File: src/rtl/pwm_capture.sv
`default_nettype none
// ============================================================================
//  Module      : pwm_capture
//  Description : Decodes an asynchronous PWM waveform into a duty value
//                (high-time cycles minus 1) and a period (rising edge to
//                rising edge, in clk cycles). Flags a stuck input when no
//                rising edge arrives before the period counter saturates.
//  Ports       : clk         - single clock, rising edge
//                reset       - synchronous, active-high
//                pwm_in      - asynchronous PWM input
//                dato        - recovered duty value (CNT_W bits)
//                periodo     - measured period (CNT_W+1 bits)
//                valid       - one-cycle strobe for a new dato/periodo pair
//                stuck       - no rising edge within the timeout
//                stuck_level - synchronized pwm_in level while stuck
//  Revision    : 1.0 - initial release
// ============================================================================
module pwm_capture #(
  parameter int CNT_W = 12
) (
  input  logic             clk,
  input  logic             reset,
  input  logic             pwm_in,
  output logic [CNT_W-1:0] dato,
  output logic [CNT_W:0]   periodo,
  output logic             valid,
  output logic             stuck,
  output logic             stuck_level
);

  typedef enum logic [1:0] {
    IDLE  = 2'd0,
    HIGH  = 2'd1,
    LOW   = 2'd2,
    STUCK = 2'd3
  } state_t;

  localparam logic [CNT_W:0]   C_CNT_MAX  = '1;
  localparam logic [CNT_W:0]   C_CNT_ONE  = {{CNT_W{1'b0}}, 1'b1};
  localparam logic [CNT_W-1:0] C_DATO_MAX = '1;

  // Registered state
  state_t           r_state;
  logic             r_s1, r_s2, r_s2_d;
  // r_v1/r_v2 mark when r_s2 holds a genuine sample of pwm_in rather than
  // the cleared reset value, so the refill of the synchronizer after reset
  // is never mistaken for an observed low level.
  logic             r_v1, r_v2;
  logic             r_seen_low;
  logic [CNT_W:0]   r_hi_cnt;
  logic [CNT_W:0]   r_per_cnt;
  logic [CNT_W-1:0] r_dato;
  logic [CNT_W:0]   r_periodo;
  logic             r_valid;
  logic             r_stuck;
  logic             r_stuck_level;

  // Next-state values
  state_t           w_state_nxt;
  logic             w_seen_low_nxt;
  logic [CNT_W:0]   w_hi_nxt;
  logic [CNT_W:0]   w_per_nxt;
  logic [CNT_W-1:0] w_dato_nxt;
  logic [CNT_W:0]   w_periodo_nxt;
  logic             w_valid_nxt;
  logic             w_stuck_nxt;
  logic             w_stuck_level_nxt;

  // Edge detection and derived values
  logic             w_rise, w_fall;
  logic             w_per_sat;
  logic [CNT_W:0]   w_hi_inc;
  logic [CNT_W:0]   w_hi_m1;
  logic [CNT_W-1:0] w_dato_clamped;
  logic [CNT_W-1:0] w_dato_level;

  assign w_rise    = r_s2 & ~r_s2_d;
  assign w_fall    = ~r_s2 & r_s2_d;
  assign w_per_sat = (r_per_cnt == C_CNT_MAX);
  assign w_hi_inc  = (r_hi_cnt == C_CNT_MAX) ? C_CNT_MAX : r_hi_cnt + C_CNT_ONE;
  assign w_hi_m1   = r_hi_cnt - C_CNT_ONE;
  // High time minus one can exceed the duty width by one bit; clamp it.
  assign w_dato_clamped = (w_hi_m1 > {1'b0, C_DATO_MAX}) ? C_DATO_MAX
                                                         : w_hi_m1[CNT_W-1:0];
  // Duty value reported while stuck: full scale when high, zero when low.
  assign w_dato_level   = r_s2 ? C_DATO_MAX : '0;

  always_comb begin
    w_state_nxt       = r_state;
    w_seen_low_nxt    = r_seen_low | (r_v2 & ~r_s2);
    w_hi_nxt          = r_hi_cnt;
    w_per_nxt         = w_rise ? C_CNT_ONE
                               : (w_per_sat ? C_CNT_MAX : r_per_cnt + C_CNT_ONE);
    w_dato_nxt        = r_dato;
    w_periodo_nxt     = r_periodo;
    w_valid_nxt       = 1'b0;
    w_stuck_nxt       = r_stuck;
    w_stuck_level_nxt = r_stuck_level;

    case (r_state)
      IDLE: begin
        if (w_rise && r_seen_low) begin
          w_hi_nxt    = C_CNT_ONE;
          w_state_nxt = HIGH;
        end else if (w_per_sat) begin
          w_state_nxt       = STUCK;
          w_stuck_nxt       = 1'b1;
          w_stuck_level_nxt = r_s2;
          w_dato_nxt        = w_dato_level;
        end
      end

      HIGH: begin
        if (w_fall) begin
          w_state_nxt = LOW;
        end else if (w_per_sat) begin
          w_state_nxt       = STUCK;
          w_stuck_nxt       = 1'b1;
          w_stuck_level_nxt = r_s2;
          w_dato_nxt        = w_dato_level;
        end else if (r_s2) begin
          w_hi_nxt = w_hi_inc;
        end
      end

      LOW: begin
        // A rise coinciding with saturation still completes the period.
        if (w_rise) begin
          w_dato_nxt    = w_dato_clamped;
          w_periodo_nxt = r_per_cnt;
          w_valid_nxt   = 1'b1;
          w_hi_nxt      = C_CNT_ONE;
          w_state_nxt   = HIGH;
        end else if (w_per_sat) begin
          w_state_nxt       = STUCK;
          w_stuck_nxt       = 1'b1;
          w_stuck_level_nxt = r_s2;
          w_dato_nxt        = w_dato_level;
        end
      end

      STUCK: begin
        w_stuck_level_nxt = r_s2;
        if (w_rise) begin
          // Restart measurement; dato keeps its last tracked value until
          // the following full period produces a fresh one.
          w_stuck_nxt = 1'b0;
          w_hi_nxt    = C_CNT_ONE;
          w_state_nxt = HIGH;
        end else begin
          w_dato_nxt = w_dato_level;
        end
      end

      default: begin
        w_state_nxt = IDLE;
      end
    endcase
  end

  always_ff @(posedge clk) begin
    if (reset) begin
      r_state       <= IDLE;
      r_s1          <= 1'b0;
      r_s2          <= 1'b0;
      r_s2_d        <= 1'b0;
      r_v1          <= 1'b0;
      r_v2          <= 1'b0;
      r_seen_low    <= 1'b0;
      r_hi_cnt      <= '0;
      r_per_cnt     <= '0;
      r_dato        <= '0;
      r_periodo     <= '0;
      r_valid       <= 1'b0;
      r_stuck       <= 1'b0;
      r_stuck_level <= 1'b0;
    end else begin
      r_s1          <= pwm_in;
      r_s2          <= r_s1;
      r_s2_d        <= r_s2;
      r_v1          <= 1'b1;
      r_v2          <= r_v1;
      r_state       <= w_state_nxt;
      r_seen_low    <= w_seen_low_nxt;
      r_hi_cnt      <= w_hi_nxt;
      r_per_cnt     <= w_per_nxt;
      r_dato        <= w_dato_nxt;
      r_periodo     <= w_periodo_nxt;
      r_valid       <= w_valid_nxt;
      r_stuck       <= w_stuck_nxt;
      r_stuck_level <= w_stuck_level_nxt;
    end
  end

  assign dato        = r_dato;
  assign periodo     = r_periodo;
  assign valid       = r_valid;
  assign stuck       = r_stuck;
  assign stuck_level = r_stuck_level;

endmodule
`default_nettype wire

File: config.mk
export PLATFORM = sky130hd
export DESIGN_NAME = pwm_capture
export DESIGN_NICKNAME = d
export VERILOG_FILES = /design/src/rtl/pwm_capture.sv
export SDC_FILE = /design/constraint.sdc
export NUM_CORES = 1
export LEC_CHECK = 0
export ABC_AREA = 1
export CELL_PAD_IN_SITES_DETAIL_PLACEMENT = 0
export CELL_PAD_IN_SITES_GLOBAL_PLACEMENT = 1
export CORE_MARGIN = 2
export CORE_UTILIZATION = 30
export DETAILED_ROUTE_END_ITERATION = 7
export HOLD_SLACK_MARGIN = 0.02
export PLACE_DENSITY = 0.61
export SLEW_MARGIN = 10
export SYNTH_ARGS = -nofsm -noshare
export SYNTH_HDL_FRONTEND = slang
export SYNTH_SLANG_ARGS = --single-unit
File: constraint.sdc
create_clock -name clk -period 3.15 [get_ports clk]
set_input_delay 0.63 -clock clk [delete_from_list [all_inputs] [get_ports clk]]
set_output_delay 0.63 -clock clk [all_outputs]
set_load 0.03 [all_outputs]
==> results of run 1 <==
-- cell usage in the layout (no fill, tap or decap), drive strengths merged, types with 2 or more instances in the layout --
cell type and n:
nand2 122, nor2 66, dfxtp 62, inv 61, a21oi 60, nand3 54, o21ai 43, clkdlybuf4s50 30
xor2 10, clkbuf 10, nor3 9, nand4 7, buf 5, clkinv 5, a31oi 3, xnor2 3
ha 3, nor4 2
-- cell type report --
type                            count  area [um^2]
Fill cell                        1259         7270
Clock buffer                       10          229
Timing Repair Buffer               35          338
Tap cell                          143          179
Clock inverter                      6         61.3
Inverter                           62          233
Multi-Input combinational cell    386         1960
Sequential cell                    62         1240
-- power groups by stage --
| stage | clock, mW | sequential, mW | combinational [mW] |
|---|---|---|---|
| final | 0.982 | 0.811 | 0.177 |
| after global routing | 1.06 | 0.812 | 0.204 |
| after CTS | 1.02 | 0.810 | 0.179 |
| after detailed placement | 0 | 0.827 | 0.179 |
| after global placement | 0 | 0.827 | 0.178 |
| after floorplan | 0 | 0.831 | 0.128 |
-- tightest hold or removal path, delay by kind of cell (launching register included) --
kind                   cells  cell delay [ns]
flip-flops                 1             0.29
buffers and inverters      1             0.04
AND/OR/NAND/NOR            1             0.03
-- through the flow --
stage          instance area [um^2]  power, mW
6_report                       4250       1.97
2_1_floorplan                  3560      0.959
5_1_grt                        4250       2.07
4_1_cts                        4250       2.01
3_5_place_dp                   3960       1.01
3_3_place_gp                   3960       1.01
-- metal layers --
metal | part of all wire (%) | track usage [%]
met5 | 0 | 0
met2 | 46 | 27.3
met1 | 48 | 21.0
met3 | 4.5 | 5.41
met4 | 2.0 | 6.34
-- state kept, by name, indices dropped and copies added (netlist names) --
signal and flops:
dato 12, periodo 13, r_hi_cnt 13, r_per_cnt 13, r_s1 1, r_s2 1
r_s2_d 1, r_seen_low 1, r_state 2, r_v1 1, r_v2 1, stuck 1
stuck_level 1, valid 1
-- logic make-up (layout without fill, tap and decap cells) --
group | count (synthesis) | after routing | share of synthesized area (%)
xor+xnor | 13 | 13 | 3.20
compound gates | 109 | 109 | 16.2
simple gates | 261 | 261 | 34.7
flops | 62 | 62 | 34.9
buf+inv | 84 | 113 | 9.98
fa+ha+maj | 3 | 3 | 1.05
-- worst paths after layout --
check                           start                    to  depth (start not counted)
max          r_hi_cnt[0]$_SDFFE_PP0P_  dato[0]$_SDFFE_PP0P_                          9
max reg2reg  r_hi_cnt[0]$_SDFFE_PP0P_  dato[0]$_SDFFE_PP0P_                          9
min                   r_s1$_SDFF_PP0_       r_s2$_SDFF_PP0_                          2
min reg2reg           r_s1$_SDFF_PP0_       r_s2$_SDFF_PP0_                          2
==> metrics.md, run 1 <==
| Metric | Value |
|---|---|
| Max-slew headroom | a little under a third |
| Core ar. | 11,500 um^2 |
| Largest cells by area after synthesis | dfxtp_1 35%, nand2_1 12%, a21oi_1 7.9%, nand3_1 7.3%, nor2_1 5.9% |
| # resized after CTS | 0 |
| Max-capacitance violation count | 0 |
| Drt total wl | 9840 um |
| Placed insts | 688 |
| Pint | 1.46 mW |
| Worst-case clock buffer depth | 2 |
| Sw Ratio | around a quarter |
| Outcome | finished with violations |
| Hold/Removal Path Class | reg2reg |
| Setup Slack @ Placement | 0.878 ns |
| Failing checks | DRC |
| CP max stage cell | xor2_1 |
| Synthesized area per cell | 6.69 um^2 |
| DP HPWL | a little under 7000 um |
| Gate power share | 9.0% |
| CP top delay family | XOR/XNOR gates |
| GRT Resource Usage Total | 16.8% |
| CP Max Fanout | 12 |
| Initial antenna violation count | 0 |
| Detailed Routing Iterations Pass 1 | 6 |
| Asr flop ratio synth | 0% |
| Worst-Skew Late Latency | between 0.3 and 0.4 ns |
| Clock sinks | 62 |
| Synth area leader | dfxtp_1 |
| Post-Synthesis Cells | ~530 |
| Period minus WS final | 2.27 ns |
| RePlAce Congestion | 0.824 |
| Psw | 505 uW |
| Largest net degree at the start of global routing | 25 |
| Die Y | between 100 and 150 um |
| PD cells | 464 nW/um^2 |
| H-tree depth | 3 |
| Die Wd | 113 um |
| Most common cell in the synthesized netlist | nand2_1 |
| Post-synth EDFFs | 0 |
| Total gr overflow | 0 |
| Crit path DAT | 2.49 ns |
| Reg2reg setup slack | approximately 0.88 ns |
| Post-synth top cells | 116 x nand2_1, 62 x dfxtp_1, 56 x a21oi_1, 56 x nor2_1 |
| Post-layout util | 36.9% |
| Setup TNS Final | 0 ns |
| Via Count | 3,432 |
| Setup Skew | 0.00396 ns |
| Ports | 31 |
| First-pass GRT wire length | 17,100 um |
| CTS buffer count | 9 |
| Antenna cells | 0 |
| Port Buffer Count | 30 |
| Post-route clock period utilization | between 70% and 80% |
| Via/cell ratio | 4.88 |
| Yosys reg bits | between 60 and 70 |
| Synth Net Count | 538 |
| Max-slew violations | 0 |
| Final ANT Viol Nets | 0 |
| Post-Layout Cell Count | 704 |
| Cell Area, Synth | 3560 um^2 |
| Worst-case vdd ir drop | roughly 370 uV |
| Part of the power in registers | 41.2% |
| Ys flop type | dfxtp_1 |
| CP cell instances | inv_2 > ha_1 > nand2_2 > inv_2 > nand2_1 > xor2_1 > nand3_1 > nand2_1 > a21oi_2 |
| RSZ-0062 raised after global routing | false |
| Total Nets Final | between 500 and 600 |
| Root Driver | clkbuf_16 |
| Part of the power in the clock network | 49.8% |
| Floorplan row count | 39 |
| Die area | 12,800 um^2 |
| Worst Setup Start Kind | flip-flop |
| WS Path Type | reg2reg |
| Fin Hold WS | around 0.40 ns |
| Final setup fails | 0 |
| TritonCTS clock tree | done |
| Req. time, crit path | 3.37 ns |
| Yosys warns | 0 |
| Seq/Total Area, Yosys | 34.9% |
| Vias in the first global route | about 3,400 |
| Share of layout cells above drive strength 1 | 10.3% |
| Initial Utilization | 30.9% |
| WP buf/inv | 2 |
| Area delta synth->final | 19.2% |
| Worst slew pin tran | 1.02 ns |
| WL per Instance | 14.0 um |
| CP peak stage delay | 0.74 ns |
| Synth top area share | 34.9% |
| Hold Fails Final Rpt | 0 |
| Fmax | 440 MHz |
| Leak pwr | approximately 1.8 nW |
| DRT iter0 DRCs | roughly 170 |
| Critical Path Sink Type | flip-flop |
| Register clock-pin slew on the reported worst setup and hold paths | 0.06 ns |
| Synth unique cells | 37 |
| DRC errors left | 3 |
| CTS Hold Bufs | 0 |
| Setup ws final | 0.880 ns |
| Setup bufs post-CTS | 0 |
(Power assumes the default switching activity.)
==> run 2, diff against run 1 <==
==> constraint.sdc (replaced) <==
create_clock -name clk -period 2.3 [get_ports clk]
set_input_delay 0.46 -clock clk [delete_from_list [all_inputs] [get_ports clk]]
set_output_delay 0.46 -clock clk [all_outputs]
set_load 0.03 [all_outputs]
==> metrics.md, run 2 (synthesized netlist as in run 1, its figures left out) <==
| Metric | Value |
|---|---|
| Pint | 2.16 mW (was 1.46 mW) |
| Gate power share | 8.8% (was 9.0%) |
| Most frequent cells in the layout | 116 x nand2_1, 62 x dfxtp_1, 56 x nor2_1, 56 x a21oi_1 (unchanged) |
| Worst slew pin tran | 0.798 ns (was 1.02 ns) |
| Post-route clock period utilization | 89.5% (was 72.1%) |
| Port Buffer Count | 30 (unchanged) |
| CP Max Fanout | 23 (was 12) |
| Final ANT Viol Nets | 0 (unchanged) |
| Fmax | 486 MHz (was 440 MHz) |
| Die area | 12,800 um^2 (unchanged) |
| Setup bufs post-CTS | 0 (unchanged) |
| Clock sinks | 62 (unchanged) |
| Most common cell after layout, fill and taps aside | nand2_1 (unchanged) |
| Setup TNS Final | 0 ns (unchanged) |
| Worst-Skew Late Latency | 0.33 ns (was 0.34 ns) |
| Max-slew violations | 0 (unchanged) |
| Hold Fails Final Rpt | 0 (unchanged) |
| Root Driver | clkbuf_16 (unchanged) |
| Outcome | finished with violations (unchanged) |
| Antenna cells | 0 (unchanged) |
| DRC errors left | 3 (unchanged) |
| Total gr overflow | 0 (unchanged) |
| TritonCTS clock tree | done (unchanged) |
| CTS buffer count | 9 (unchanged) |
| Worst Setup Start Kind | flip-flop (unchanged) |
| First-pass GRT wire length | 17,100 um (about the same) |
| Area delta synth->final | 22.0% (was 19.2%) |
| Register clock-pin slew on the reported worst setup and hold paths | 0.05 ns (was 0.06 ns) |
| CTS Hold Bufs | 0 (unchanged) |
| Worst-case vdd ir drop | 337 uV (was 367 uV) |
| Post-Layout Cell Count | 711 (was 704) |
| RSZ-0062 raised after global routing | false (unchanged) |
| Part of the power in the clock network | 52.3% (was 49.8%) |
| Fin Hold WS | 0.400 ns (was 0.401 ns) |
| Initial Utilization | 30.9% (unchanged) |
| Crit path DAT | 2.33 ns (was 2.49 ns) |
| Psw | 695 uW (was 505 uW) |
| Via Count | 3,435 (was 3,432) |
| Max-capacitance violation count | 0 (unchanged) |
| Largest net degree at the start of global routing | 24 (was 25) |
| Core ar. | 11,500 um^2 (unchanged) |
| Total Nets Final | 569 (was 562) |
| DP HPWL | 7070 um (was 6950 um) |
| Detailed Routing Iterations Pass 1 | 7 (was 6) |
| WS Path Type | reg2reg (unchanged) |
| H-tree depth | 3 (unchanged) |
| Setup Slack @ Placement | 0.249 ns (was 0.878 ns) |
| Setup Skew | 0.00876 ns (was 0.00396 ns) |
| Hold/Removal Path Class | reg2reg (unchanged) |
| Initial antenna violation count | 0 (unchanged) |
| Ports | 31 (unchanged) |
| Die Y | 113 um (unchanged) |
| Setup ws final | 0.241 ns (was 0.880 ns) |
| Final instance area | 4340 um^2 (was 4250 um^2) |
| Leak pwr | 1.90 nW (was 1.85 nW) |
| Placed insts | 695 (was 688) |
| Max-slew headroom | 46.6% (was 31.3%) |
| Period minus WS final | 2.06 ns (was 2.27 ns) |
| Drt total wl | 9910 um (was 9840 um) |
| Final setup fails | 0 (unchanged) |
| # resized after CTS | 0 (unchanged) |
| Via/cell ratio | 4.83 (was 4.88) |
| Floorplan row count | 39 (unchanged) |
| Req. time, crit path | 2.57 ns (was 3.37 ns) |
| Part of the power in registers | 38.9% (was 41.2%) |
| Vias in the first global route | 3,412 (was 3,421) |
| Critical Path Sink Type | flip-flop (unchanged) |
| Die Wd | 113 um (unchanged) |
| PD cells | 657 nW/um^2 (was 464 nW/um^2) |
| Failing checks | DRC (unchanged) |
| Sw Ratio | 24.3% (was 25.7%) |
| Worst-case clock buffer depth | 2 (unchanged) |
| WL per Instance | 13.9 um (was 14.0 um) |
| DRT iter0 DRCs | 161 (was 168) |
| RePlAce Congestion | 0.805 (was 0.824) |
| Share of layout cells above drive strength 1 | 11.4% (was 10.3%) |
| GRT Resource Usage Total | 16.8% (about the same) |
| Post-DP Area | 4020 um^2 (was 3960 um^2) |
[run 2: final timing paths]
path	start	end	slack (ns)	cells past startpoint
min reg2reg	r_v1$_DFF_P_	r_v2$_SDFF_PP0_	0.40	2
max	r_per_cnt[0]$_SDFF_PP0_	dato[11]$_SDFFE_PP0P_	0.24	10
max reg2reg	r_per_cnt[0]$_SDFF_PP0_	dato[11]$_SDFFE_PP0P_	0.24	10
min	r_v1$_DFF_P_	r_v2$_SDFF_PP0_	0.40	2
[run 2: worst max-delay path: stages (launching register included)]
cell     delay (ns)
dfxtp_1        0.33
ha_1           0.18
nand2_1        0.07
nor2_2         0.14
nand4_1        0.17
nor2_4         0.23
nand2_2        0.34
nand3_1        0.19
nand2_1        0.06
o21a_1         0.18
nor2_1         0.08
[run 2: layout make-up]
type / instances / area (um^2)
multi-input cells: 386 / 1960
clock buffers: 11 / 243
well taps: 143 / 179
inverters: 62 / 233
repair buffers: 42 / 403
flip-flops and latches: 62 / 1240
clock inverters: 5 / 81.3
fillers: 1238 / 7170
[run 2: metal layers]
metal  routed length [um]  GRT usage, %  up-vias
li1                     -             -     1799
met1                 4740          22.0     1560
met2                 4590          27.5       65
met3                  387          3.00       11
met4                  191          6.99        0
met5                    0             0        -
[run 2: per-stage QoR]
stage / power, mW / utilization (%)
final: 2.85 / 37.7
after global routing: 2.99 / 37.7
after CTS: 2.90 / 37.7
after detailed placement: 1.39 / 34.9
after global placement: 1.39 / 34.9
after floorplan: 1.31 / -
[run 2: power groups by stage]
stage,clock network [mW],registers [mW],logic (mW)
final,1.49,1.11,0.252
after global routing,1.59,1.11,0.288
after CTS,1.53,1.11,0.257
after detailed placement,0,1.13,0.256
after global placement,0,1.13,0.257
after floorplan,0,1.14,0.176
==> run 3, diff against run 2 <==
--- a/config.mk
+++ b/config.mk
@@ -13,7 +13,7 @@
 export DETAILED_ROUTE_END_ITERATION = 7
 export HOLD_SLACK_MARGIN = 0.02
 export PLACE_DENSITY = 0.61
-export SLEW_MARGIN = 10
+export SLEW_MARGIN = 0
 export SYNTH_ARGS = -nofsm -noshare
 export SYNTH_HDL_FRONTEND = slang
 export SYNTH_SLANG_ARGS = --single-unit
==> results of run 3 <==
Same layout as run 2: the final DEF is identical, and so are final timing and power.
